File: src/rtl/muldiv_unit.sv
// Iterative RV32M multiply/divide unit: radix-2 shift-add multiply, restoring divide, one op at a time.
// Optional build macro MULDIV_FAST_MUL_EN: multiplies use a registered single-step 64-bit product.
module muldiv_unit #(
    parameter int WIDTH = 32
) (
    input  logic             clk,
    input  logic             reset,
    input  logic             start,
    input  logic             kill,
    input  logic [WIDTH-1:0] in1,
    input  logic [WIDTH-1:0] in2,
    input  logic [2:0]       command,
    output logic             busy,
    output logic             done,
    output logic [WIDTH-1:0] result
);

    localparam int CW = $clog2(WIDTH);
    localparam int AW = 2 * WIDTH;
    localparam logic [WIDTH-1:0] ONES = '1;
    localparam logic [WIDTH-1:0] SMIN = {1'b1, {(WIDTH-1){1'b0}}};

    typedef enum logic [1:0] {S_IDLE, S_RUN, S_FIX, S_FIN} state_t;

    state_t           r_state;
    state_t           w_state_next;

    logic [2:0]       r_cmd;
    logic             r_neg;
    logic [CW-1:0]    r_cnt;
    logic [AW-1:0]    r_acc;
    logic [WIDTH-1:0] r_opb;
    logic [WIDTH-1:0] r_result;

    logic             w_accept;
    logic             w_a_sgn;
    logic             w_b_sgn;
    logic             w_neg;
    logic [WIDTH-1:0] w_a_mag;
    logic [WIDTH-1:0] w_b_mag;
    logic             w_div0;
    logic             w_ovf;
    logic             w_special;
    logic             w_to_fix;
    logic [WIDTH-1:0] w_spec_val;
    logic [AW-1:0]    w_acc_init;
    logic [WIDTH-1:0] w_opb_init;
    logic [WIDTH:0]   w_sum;
    logic [WIDTH:0]   w_trial;
    logic [AW-1:0]    w_acc_step;
    logic [WIDTH-1:0] w_fix_val;

    // Multiplies keep the product sign in r_neg; divides keep the quotient or remainder sign.
    function automatic logic [WIDTH-1:0] f_finalize(input logic [2:0] cmd, input logic neg,
                                                    input logic [AW-1:0] acc);
        logic [AW-1:0]    prod;
        logic [WIDTH-1:0] part;
        prod = neg ? -acc : acc;
        part = cmd[1] ? acc[AW-1:WIDTH] : acc[WIDTH-1:0];
        if (!cmd[2]) begin
            f_finalize = (cmd[1:0] == 2'd0) ? prod[WIDTH-1:0] : prod[AW-1:WIDTH];
        end else begin
            f_finalize = neg ? -part : part;
        end
    endfunction

    assign w_accept = ((r_state == S_IDLE) || (r_state == S_FIN)) && start && !kill;

    always_comb begin
        w_a_sgn = in1[WIDTH-1] && ((command == 3'd1) || (command == 3'd2) ||
                                   (command == 3'd4) || (command == 3'd6));
        w_b_sgn = in2[WIDTH-1] && ((command == 3'd1) || (command == 3'd4) || (command == 3'd6));
        w_a_mag = w_a_sgn ? -in1 : in1;
        w_b_mag = w_b_sgn ? -in2 : in2;
        w_neg   = (command == 3'd6) ? w_a_sgn : (w_a_sgn ^ w_b_sgn);
    end

    always_comb begin
        w_div0     = command[2] && (in2 == '0);
        w_ovf      = command[2] && !command[0] && (in1 == SMIN) && (in2 == ONES);
        w_special  = w_div0 || w_ovf;
        w_spec_val = w_div0 ? (command[1] ? in1 : ONES) : (command[1] ? '0 : SMIN);
    end

`ifdef MULDIV_FAST_MUL_EN
    logic signed [WIDTH:0] w_fa;
    logic signed [WIDTH:0] w_fb;
    logic        [AW-1:0]  w_fprod;

    always_comb begin
        w_fa    = {w_a_sgn, in1};
        w_fb    = {w_b_sgn, in2};
        w_fprod = AW'(w_fa) * AW'(w_fb);
    end

    assign w_to_fix = w_special || !command[2];
`else
    assign w_to_fix = w_special;
`endif

    // Multiply: multiplier in acc low half, multiplicand in r_opb. Divide: dividend low, divisor in r_opb.
    always_comb begin
        w_acc_init = {{WIDTH{1'b0}}, w_a_mag};
        w_opb_init = w_b_mag;
        if (!command[2]) begin
            w_acc_init = {{WIDTH{1'b0}}, w_b_mag};
            w_opb_init = w_a_mag;
        end
`ifdef MULDIV_FAST_MUL_EN
        if (!command[2]) begin
            w_acc_init = w_fprod;
            w_opb_init = '0;
        end
`endif
        if (w_special) begin
            w_acc_init = {{WIDTH{1'b0}}, w_spec_val};
            w_opb_init = '0;
        end
    end

    always_comb begin
        w_sum   = {1'b0, r_acc[AW-1:WIDTH]} + {1'b0, r_opb};
        w_trial = r_acc[AW-1:WIDTH-1] - {1'b0, r_opb};
        if (!r_cmd[2]) begin
            w_acc_step = r_acc[0] ? {w_sum, r_acc[WIDTH-1:1]} : {1'b0, r_acc[AW-1:1]};
        end else if (!w_trial[WIDTH]) begin
            w_acc_step = {w_trial[WIDTH-1:0], r_acc[WIDTH-2:0], 1'b1};
        end else begin
            w_acc_step = {r_acc[AW-2:0], 1'b0};
        end
    end

    assign w_fix_val = (!r_cmd[2] && (r_cmd[1:0] != 2'd0)) ? r_acc[AW-1:WIDTH] : r_acc[WIDTH-1:0];

    always_ff @(posedge clk) begin
        if (reset) begin
            r_state <= S_IDLE;
        end else begin
            r_state <= w_state_next;
        end
    end

    always_comb begin
        w_state_next = r_state;
        case (r_state)
            S_IDLE, S_FIN: begin
                if (w_accept) begin
                    w_state_next = w_to_fix ? S_FIX : S_RUN;
                end else begin
                    w_state_next = S_IDLE;
                end
            end
            S_RUN: begin
                if (kill) begin
                    w_state_next = S_IDLE;
                end else if (r_cnt == '0) begin
                    w_state_next = S_FIN;
                end
            end
            S_FIX: begin
                w_state_next = kill ? S_IDLE : S_FIN;
            end
            default: w_state_next = S_IDLE;
        endcase
    end

    always_comb begin
        busy = 1'b0;
        done = 1'b0;
        case (r_state)
            S_RUN, S_FIX: busy = 1'b1;
            S_FIN:        done = 1'b1;
            default: ;
        endcase
    end

    always_ff @(posedge clk) begin
        if (reset) begin
            r_cmd    <= '0;
            r_neg    <= 1'b0;
            r_cnt    <= '0;
            r_acc    <= '0;
            r_opb    <= '0;
            r_result <= '0;
        end else if (w_accept) begin
            r_cmd <= command;
            r_neg <= w_neg;
            r_cnt <= CW'(WIDTH - 1);
            r_acc <= w_acc_init;
            r_opb <= w_opb_init;
        end else if (!kill) begin
            // Result is written on the edge into FIN so it is valid alongside done.
            if (r_state == S_RUN) begin
                r_acc <= w_acc_step;
                r_cnt <= r_cnt - CW'(1);
                if (r_cnt == '0) begin
                    r_result <= f_finalize(r_cmd, r_neg, w_acc_step);
                end
            end else if (r_state == S_FIX) begin
                r_result <= w_fix_val;
            end
        end
    end

    assign result = r_result;

endmodule

File: config.mk
export PLATFORM = sky130hd
export DESIGN_NAME = muldiv_unit
export DESIGN_NICKNAME = d
export VERILOG_FILES = /design/src/rtl/muldiv_unit.sv
export SDC_FILE = /design/constraint.sdc
export NUM_CORES = 1
export LEC_CHECK = 0
export BUFFER_PORTS_ARGS = -buffer_cell sky130_fd_sc_hd__buf_4
export CAP_MARGIN = 20
export CORE_AREA = 2 2 177 310
export CTS_CLUSTER_DIAMETER = 100
export CTS_CLUSTER_SIZE = 28
export DETAILED_ROUTE_END_ITERATION = 8
export DIE_AREA = 0 0 179 312
export PLACE_DENSITY = 0.46
export SLEW_MARGIN = 40
export SYNTH_ARGS = -nofsm -noshare
export SYNTH_HDL_FRONTEND = slang
export SYNTH_SLANG_ARGS = --single-unit
File: constraint.sdc
create_clock -name clk -period 6.2 [get_ports clk]
set_input_delay 1.24 -clock clk [delete_from_list [all_inputs] [get_ports clk]]
set_output_delay 1.24 -clock clk [all_outputs]
set_load 0.1 [all_outputs]
==> impl_metrics.env, run 1 <==
export IMPL_maxSlewHeadroom=0.322
export IMPL_die_y_microns=312
export IMPL_synthCells=2715
export IMPL_worstHoldStart="result[8]"
export IMPL_root_buffer="clkbuf_16"
export IMPL_hp_class="register to register"
export IMPL_r2r_cells=22
export IMPL_num_vias=22000
export IMPL_fin_skew_ns=0.00983
export IMPL_hold_end="result[8]"
export IMPL_final_common_cell="nand2_1"
export IMPL_grt_overflow_total=0
export IMPL_synth_fp_nets=2861
export IMPL_drtIter0Drc=1941
export IMPL_tightest_slew_ns=1.01
export IMPL_start_util=0.348
export IMPL_die_x_microns=179
export IMPL_grt_pass1_vias=20900
export IMPL_period_needed_ns=5.74
export IMPL_yosys_warnings=0
export IMPL_cp_required_ns=6.58
export IMPL_finalSetupViolations=0
export IMPL_clock_latency_ns=0.47
export IMPL_avgViaCountPerCell=6.39
export IMPL_cts_hold_fix_buffers=0
export IMPL_cts_setup_buffers=0
export IMPL_drc=0
export IMPL_rsz0062_at_grt="false"
export IMPL_rrSetupSlack_ns=0.46
export IMPL_p_per_area_nw_per_um2=221
export IMPL_grt_max_degree=77
export IMPL_final_nets=2886
export IMPL_status="finished, final reports clean"
export IMPL_dp_hpwl_microns=75600
export IMPL_postRouteWirelength_microns=95700
export IMPL_peakVddDrop_mv=0.173
export IMPL_grt_pass1_wl_microns=139000
export IMPL_slew_viol_final=0
export IMPL_cap_violations=0
export IMPL_synth_area_sq_um=18500
export IMPL_fmax_mhz=174
export IMPL_seqCellArea_sq_um=2790
export IMPL_fillers=5751
export IMPL_antenna_found_initial=0
export IMPL_cts_num_sinks=139
export IMPL_synth_seq_area_share=0.150
export IMPL_cts_tree="done"
export IMPL_ctsResizeCount=0
export IMPL_startpoint_type="register"
export IMPL_ys_seq_elements=139
export IMPL_synth_edf_count=0
export IMPL_avgSynthCellArea_sq_um=6.81
export IMPL_multiInputGateArea_sq_um=14700
export IMPL_r2r_start="r_acc[31]"
export IMPL_critical_path_class="register to register"
export IMPL_placed_cell_area_sq_um=20200
export IMPL_final_cell_mix="nand2_1 (302), nor2_1 (297), a21oi_1 (271), buf_4 (196), o21ai_0 (164)"
export IMPL_dr_pass1_iters=6
export IMPL_end_kind="register"
export IMPL_setup_tns_ns=0
export IMPL_die_area_sq_um=55800
export IMPL_rows=112
export IMPL_place_gp_congestion=0.985
export IMPL_timing_rr_end="result[16]"
export IMPL_cp_max_fo=10
export IMPL_finalCritPeriodShare=0.926
export IMPL_synthFlopType="dfxtp_1"
export IMPL_area_growth_pct=12.6
export IMPL_clkTransAtPathRegs_ns=0.07
export IMPL_boundaryPins=105
export IMPL_cts_htree_levels=4
export IMPL_fin_area_sq_um=20800
export IMPL_numCtsBuffers=17
export IMPL_min_path_cells=2
export IMPL_clockBufferDepth=2
export IMPL_routedWlPerCell_microns=27.8
export IMPL_arrival_ns=6.12
export IMPL_core_sq_um=53100
export IMPL_grt_use_total=0.339
export IMPL_hold_viol_final=0
export IMPL_antenna_cells=0
export IMPL_cellLeakagePower_nw=7.58
export IMPL_drive_gt1_frac=0.122
export IMPL_ant_nets=0
export IMPL_synthDistinctLibCells=106
export IMPL_synthArstFlopShare=0
export IMPL_place_port_buffers=104
## logic make-up (layout without fill, tap and decap cells)
group / after synthesis / in the layout / synth area share
AND/OR/NAND/NOR: 1031 / 1031 / 0.266
AO/OA/AOI/OAI: 968 / 968 / 0.356
adder cells (fa/ha/maj): 75 / 75 / 0.0516
XOR/XNOR: 129 / 129 / 0.0611
buffers and inverters: 273 / 311 / 0.0593
flip-flops: 139 / 139 / 0.150
multiplexers: 100 / 100 / 0.0556
## routing by layer
metal / vias up / track usage / wire (microns) / share of wire
met5: - / 0 / 0 / 0
met4: 0 / 0.194 / 5980 / 0.063
met3: 227 / 0.0370 / 5350 / 0.056
met2: 965 / 0.584 / 47100 / 0.49
met1: 10500 / 0.402 / 37200 / 0.39
li1: 10200 / - / - / -
## worst max-delay path, stage by stage, from the launching register on
cell       delay [ns]
dfxtp_1          0.31
inv_1            0.10
ha_1             0.19
inv_1            0.06
fa_1             0.47
a211oi_2         0.29
o211a_1          0.29
o211ai_2         0.17
a21oi_2          0.45
a2111oi_4        0.19
a21oi_1          0.21
ha_1             0.24
o21a_1           0.24
nand4bb_1        0.24
or3_1            0.43
nor2_1           0.19
nand3b_1         0.21
nand4b_1         0.25
buf_4            0.22
o41ai_1          0.31
xnor2_1          0.16
o211ai_1         0.10
a311oi_1         0.30
## metrics by stage
step / total power [mW] / setup WS [ns] / instances / util / hold slack, ns
6_report: 4.61 / 0.457 / 3437 / 0.392 / 0.457
5_1_grt: 4.80 / 0.0690 / 3437 / 0.392 / 0.485
4_1_cts: 4.57 / 0.517 / 3437 / 0.392 / 0.463
3_5_place_dp: 3.43 / 0.544 / 3405 / 0.380 / 0.450
3_3_place_gp: 3.42 / 0.566 / 3402 / 0.379 / 0.449
2_1_floorplan: 2.61 / 1.41 / 2715 / - / 0.444
## final cells by class
cell class                 count  share of cell area
multi-input combinational   2303               0.706
sequential                   139               0.134
timing repair buffer         202              0.0749
tap                          684              0.0411
clock buffer                  23              0.0245
inverter                      77              0.0139
clock inverter                 9             0.00523
## report_power, final
part	internal, mW	switching (mW)	total [mW]
registers	0.956	0.102	1.06
logic	0.748	1.67	2.42
clock network	0.659	0.477	1.14
total	2.36	2.25	4.61
## worst max-delay path by stage
stage	start	end	slack (ns)
after floorplan	r_acc[31]	result[16]	1.41
after global placement	r_acc[31]	result[28]	0.57
after detailed placement	r_acc[31]	result[16]	0.54
after CTS	r_acc[31]	result[16]	0.52
after global routing	r_acc[31]	result[16]	0.07
final	r_acc[31]	result[16]	0.46
## cell usage after synthesis, drive strengths merged, types with 73 or more instances
cell type | instances | area (sq um)
nand2 | 302 | 1130
nor2 | 302 | 1130
a21oi | 273 | 1370
o21ai | 176 | 881
clkbuf | 151 | 567
dfxtp | 139 | 2780
nor3 | 94 | 482
mux2i | 85 | 855
xnor2 | 83 | 727
o211ai | 81 | 623
inv | 74 | 278
ha | 73 | 913
## registers in the layout (all words and copies together), names as in the netlist
name and flops:
r_cmd 3, r_acc 64, r_neg 1, r_opb 32
r_state 2, result 32, r_cnt 5
No activity file was read; power rests on OpenSTA's default activity.
==> run 2: changes to the inputs <==
Settings changed: CORE_AREA 2 2 177 310 to 2 2 157 274, DIE_AREA 0 0 179 312 to 0 0 159 276, PLACE_DENSITY 0.46 to 0.57, REMOVE_ABC_BUFFERS from default to 1, SKIP_CTS_REPAIR_TIMING from default to 1.
==> impl_metrics.env, run 2 (synthesized netlist as in run 1, its figures left out) <==
export IMPL_finalSetupViolations=0
export IMPL_numCtsBuffers=17
export IMPL_top_register="r_acc"
export IMPL_postRouteWirelength_microns=90200
export IMPL_startpoint_type="register"
export IMPL_fin_area_sq_um=20600
export IMPL_fillers=4375
export IMPL_final_common_cell="nand2_1"
export IMPL_crit_buf_inv=3
export IMPL_dp_hpwl_microns=70000
export IMPL_final_cells=3300
export IMPL_die_x_microns=159
export IMPL_crit_family="compound AO/OA/AOI/OAI gates"
export IMPL_cap_violations=0
export IMPL_dr_pass1_iters=6
export IMPL_cp_required_ns=6.57
export IMPL_area_growth_pct=11.1
export IMPL_clockBufferDepth=2
export IMPL_fmax_mhz=175
export IMPL_setup_tns_ns=0
export IMPL_max_stage_delay_ns=0.53
export IMPL_core_sq_um=41600
export IMPL_placed_cell_area_sq_um=19900
export IMPL_end_kind="register"
export IMPL_largest_reg_flops=64
export IMPL_crit_path_top_delay_cell="or3_1"
export IMPL_grt_pass1_vias=21400
export IMPL_finalCritPeriodShare=0.923
export IMPL_p_per_area_nw_per_um2=221
export IMPL_status="finished, final reports clean"
export IMPL_multiInputGateArea_sq_um=14700
export IMPL_crit_chain="inv_1 -> ha_1 -> inv_1 -> fa_1 -> a211oi_2 -> o211a_1 -> o211ai_2 -> a21oi_4 -> a2111oi_4 -> a21oi_1 -> ha_1 -> o21a_1 -> nand4bb_1 -> or3_1 -> nor2_1 -> nand3b_1 -> nand4b_1 -> buf_4 -> o41ai_1 -> xnor2_1 -> o211ai_1 -> a311oi_1"
export IMPL_drive_gt1_frac=0.119
export IMPL_final_nets=2878
export IMPL_slew_viol_final=0
export IMPL_antenna_found_initial=1
export IMPL_die_y_microns=276
export IMPL_period_needed_ns=5.72
export IMPL_grt_max_degree=81
export IMPL_holdWs_ns=0.479
export IMPL_root_buffer="clkbuf_16"
export IMPL_dp_cells=3267
export IMPL_fin_skew_ns=0.0115
export IMPL_drc=0
export IMPL_grt_pass1_wl_microns=133000
export IMPL_cellLeakagePower_nw=7.52
export IMPL_avgViaCountPerCell=6.76
export IMPL_rsz0062_at_grt="false"
export IMPL_place_gp_congestion=1.02
export IMPL_antenna_cells=0
export IMPL_tightest_slew_ns=0.917
export IMPL_seqCellArea_sq_um=2790
export IMPL_die_area_sq_um=43900
export IMPL_cts_num_sinks=139
export IMPL_clock_latency_ns=0.47
export IMPL_setup_ws_ns=0.478
export IMPL_num_vias=22300
export IMPL_routedWlPerCell_microns=27.3
export IMPL_rows=99
export IMPL_peakVddDrop_mv=0.151
export IMPL_grt_overflow_total=0
export IMPL_clkTransAtPathRegs_ns=0.07
export IMPL_grt_use_total=0.395
export IMPL_boundaryPins=105
export IMPL_hold_viol_final=0
export IMPL_place_ws_ns=0.464
export IMPL_cts_tree="done"
export IMPL_hp_class="register to register"
export IMPL_ant_nets=0
export IMPL_maxSlewHeadroom=0.387
export IMPL_arrival_ns=6.09
export IMPL_place_port_buffers=104
export IMPL_critical_path_class="register to register"
export IMPL_final_cell_mix="nand2_1 (302), nor2_1 (298), a21oi_1 (271), buf_4 (193), o21ai_0 (166)"
export IMPL_cts_htree_levels=4
export IMPL_start_util=0.444
export IMPL_cp_max_fo=10
export IMPL_drtIter0Drc=2324
[run 2: cell count changes in the layout (fill, tap and decap cells not counted), sizes merged]
cell and change:
buf -7, bufinv +1, clkbuf -4, clkdlybuf4s18 -1, clkinv +1, inv +2
[run 2: per-layer routing]
layer | part of all wire | GRT usage | routed length, microns | vias up
met4 | 0.073 | 0.258 | 6590 | 2
li1 | - | - | - | 10200
met1 | 0.38 | 0.469 | 34000 | 10600
met2 | 0.47 | 0.675 | 42800 | 1194
met3 | 0.076 | 0.0410 | 6820 | 276
met5 | 0.00014 | 0 | 13 | -
[run 2: power breakdown]
part / total [mW] / switching [mW] / internal [mW]
sequential: 1.05 / 0.0981 / 0.956
combinational: 2.36 / 1.62 / 0.741
clock: 1.14 / 0.490 / 0.647
[run 2: worst paths after layout]
check / start / end / slack [ns] / cells past startpoint
hold reg to reg: r_opb[15] / r_opb[15] / 0.48 / 2
hold / removal: r_opb[15] / r_opb[15] / 0.48 / 2
setup / recovery: r_acc[31] / result[16] / 0.48 / 22
setup reg to reg: r_acc[31] / result[16] / 0.48 / 22
[run 2: layout make-up]
cell class | instances | area share
clock buffers | 19 | 0.0216
clock inverters | 13 | 0.00822
inverters | 77 | 0.0141
multi-input cells | 2303 | 0.715
flip-flops and latches | 139 | 0.136
well taps | 555 | 0.0338
repair buffers | 194 | 0.0712
[run 2: worst reg2reg max path, cell delays in order (launching register included)]
cell	delay (ns)
dfxtp_1	0.31
inv_1	0.09
ha_1	0.19
inv_1	0.06
fa_1	0.50
a211oi_2	0.30
o211a_1	0.29
o211ai_2	0.19
a21oi_4	0.33
a2111oi_4	0.14
a21oi_1	0.21
ha_1	0.24
o21a_1	0.23
nand4bb_1	0.25
or3_1	0.53
nor2_1	0.23
nand3b_1	0.18
nand4b_1	0.24
buf_4	0.22
o41ai_1	0.31
xnor2_1	0.17
o211ai_1	0.11
a311oi_1	0.29
[run 2: per-stage QoR]
stage | utilization | power, mW
finish | 0.494 | 4.55
detailed placement | 0.478 | 3.34
CTS | 0.493 | 4.48
global placement | 0.478 | 3.34
global route | 0.494 | 4.72
floorplan | - | 2.53
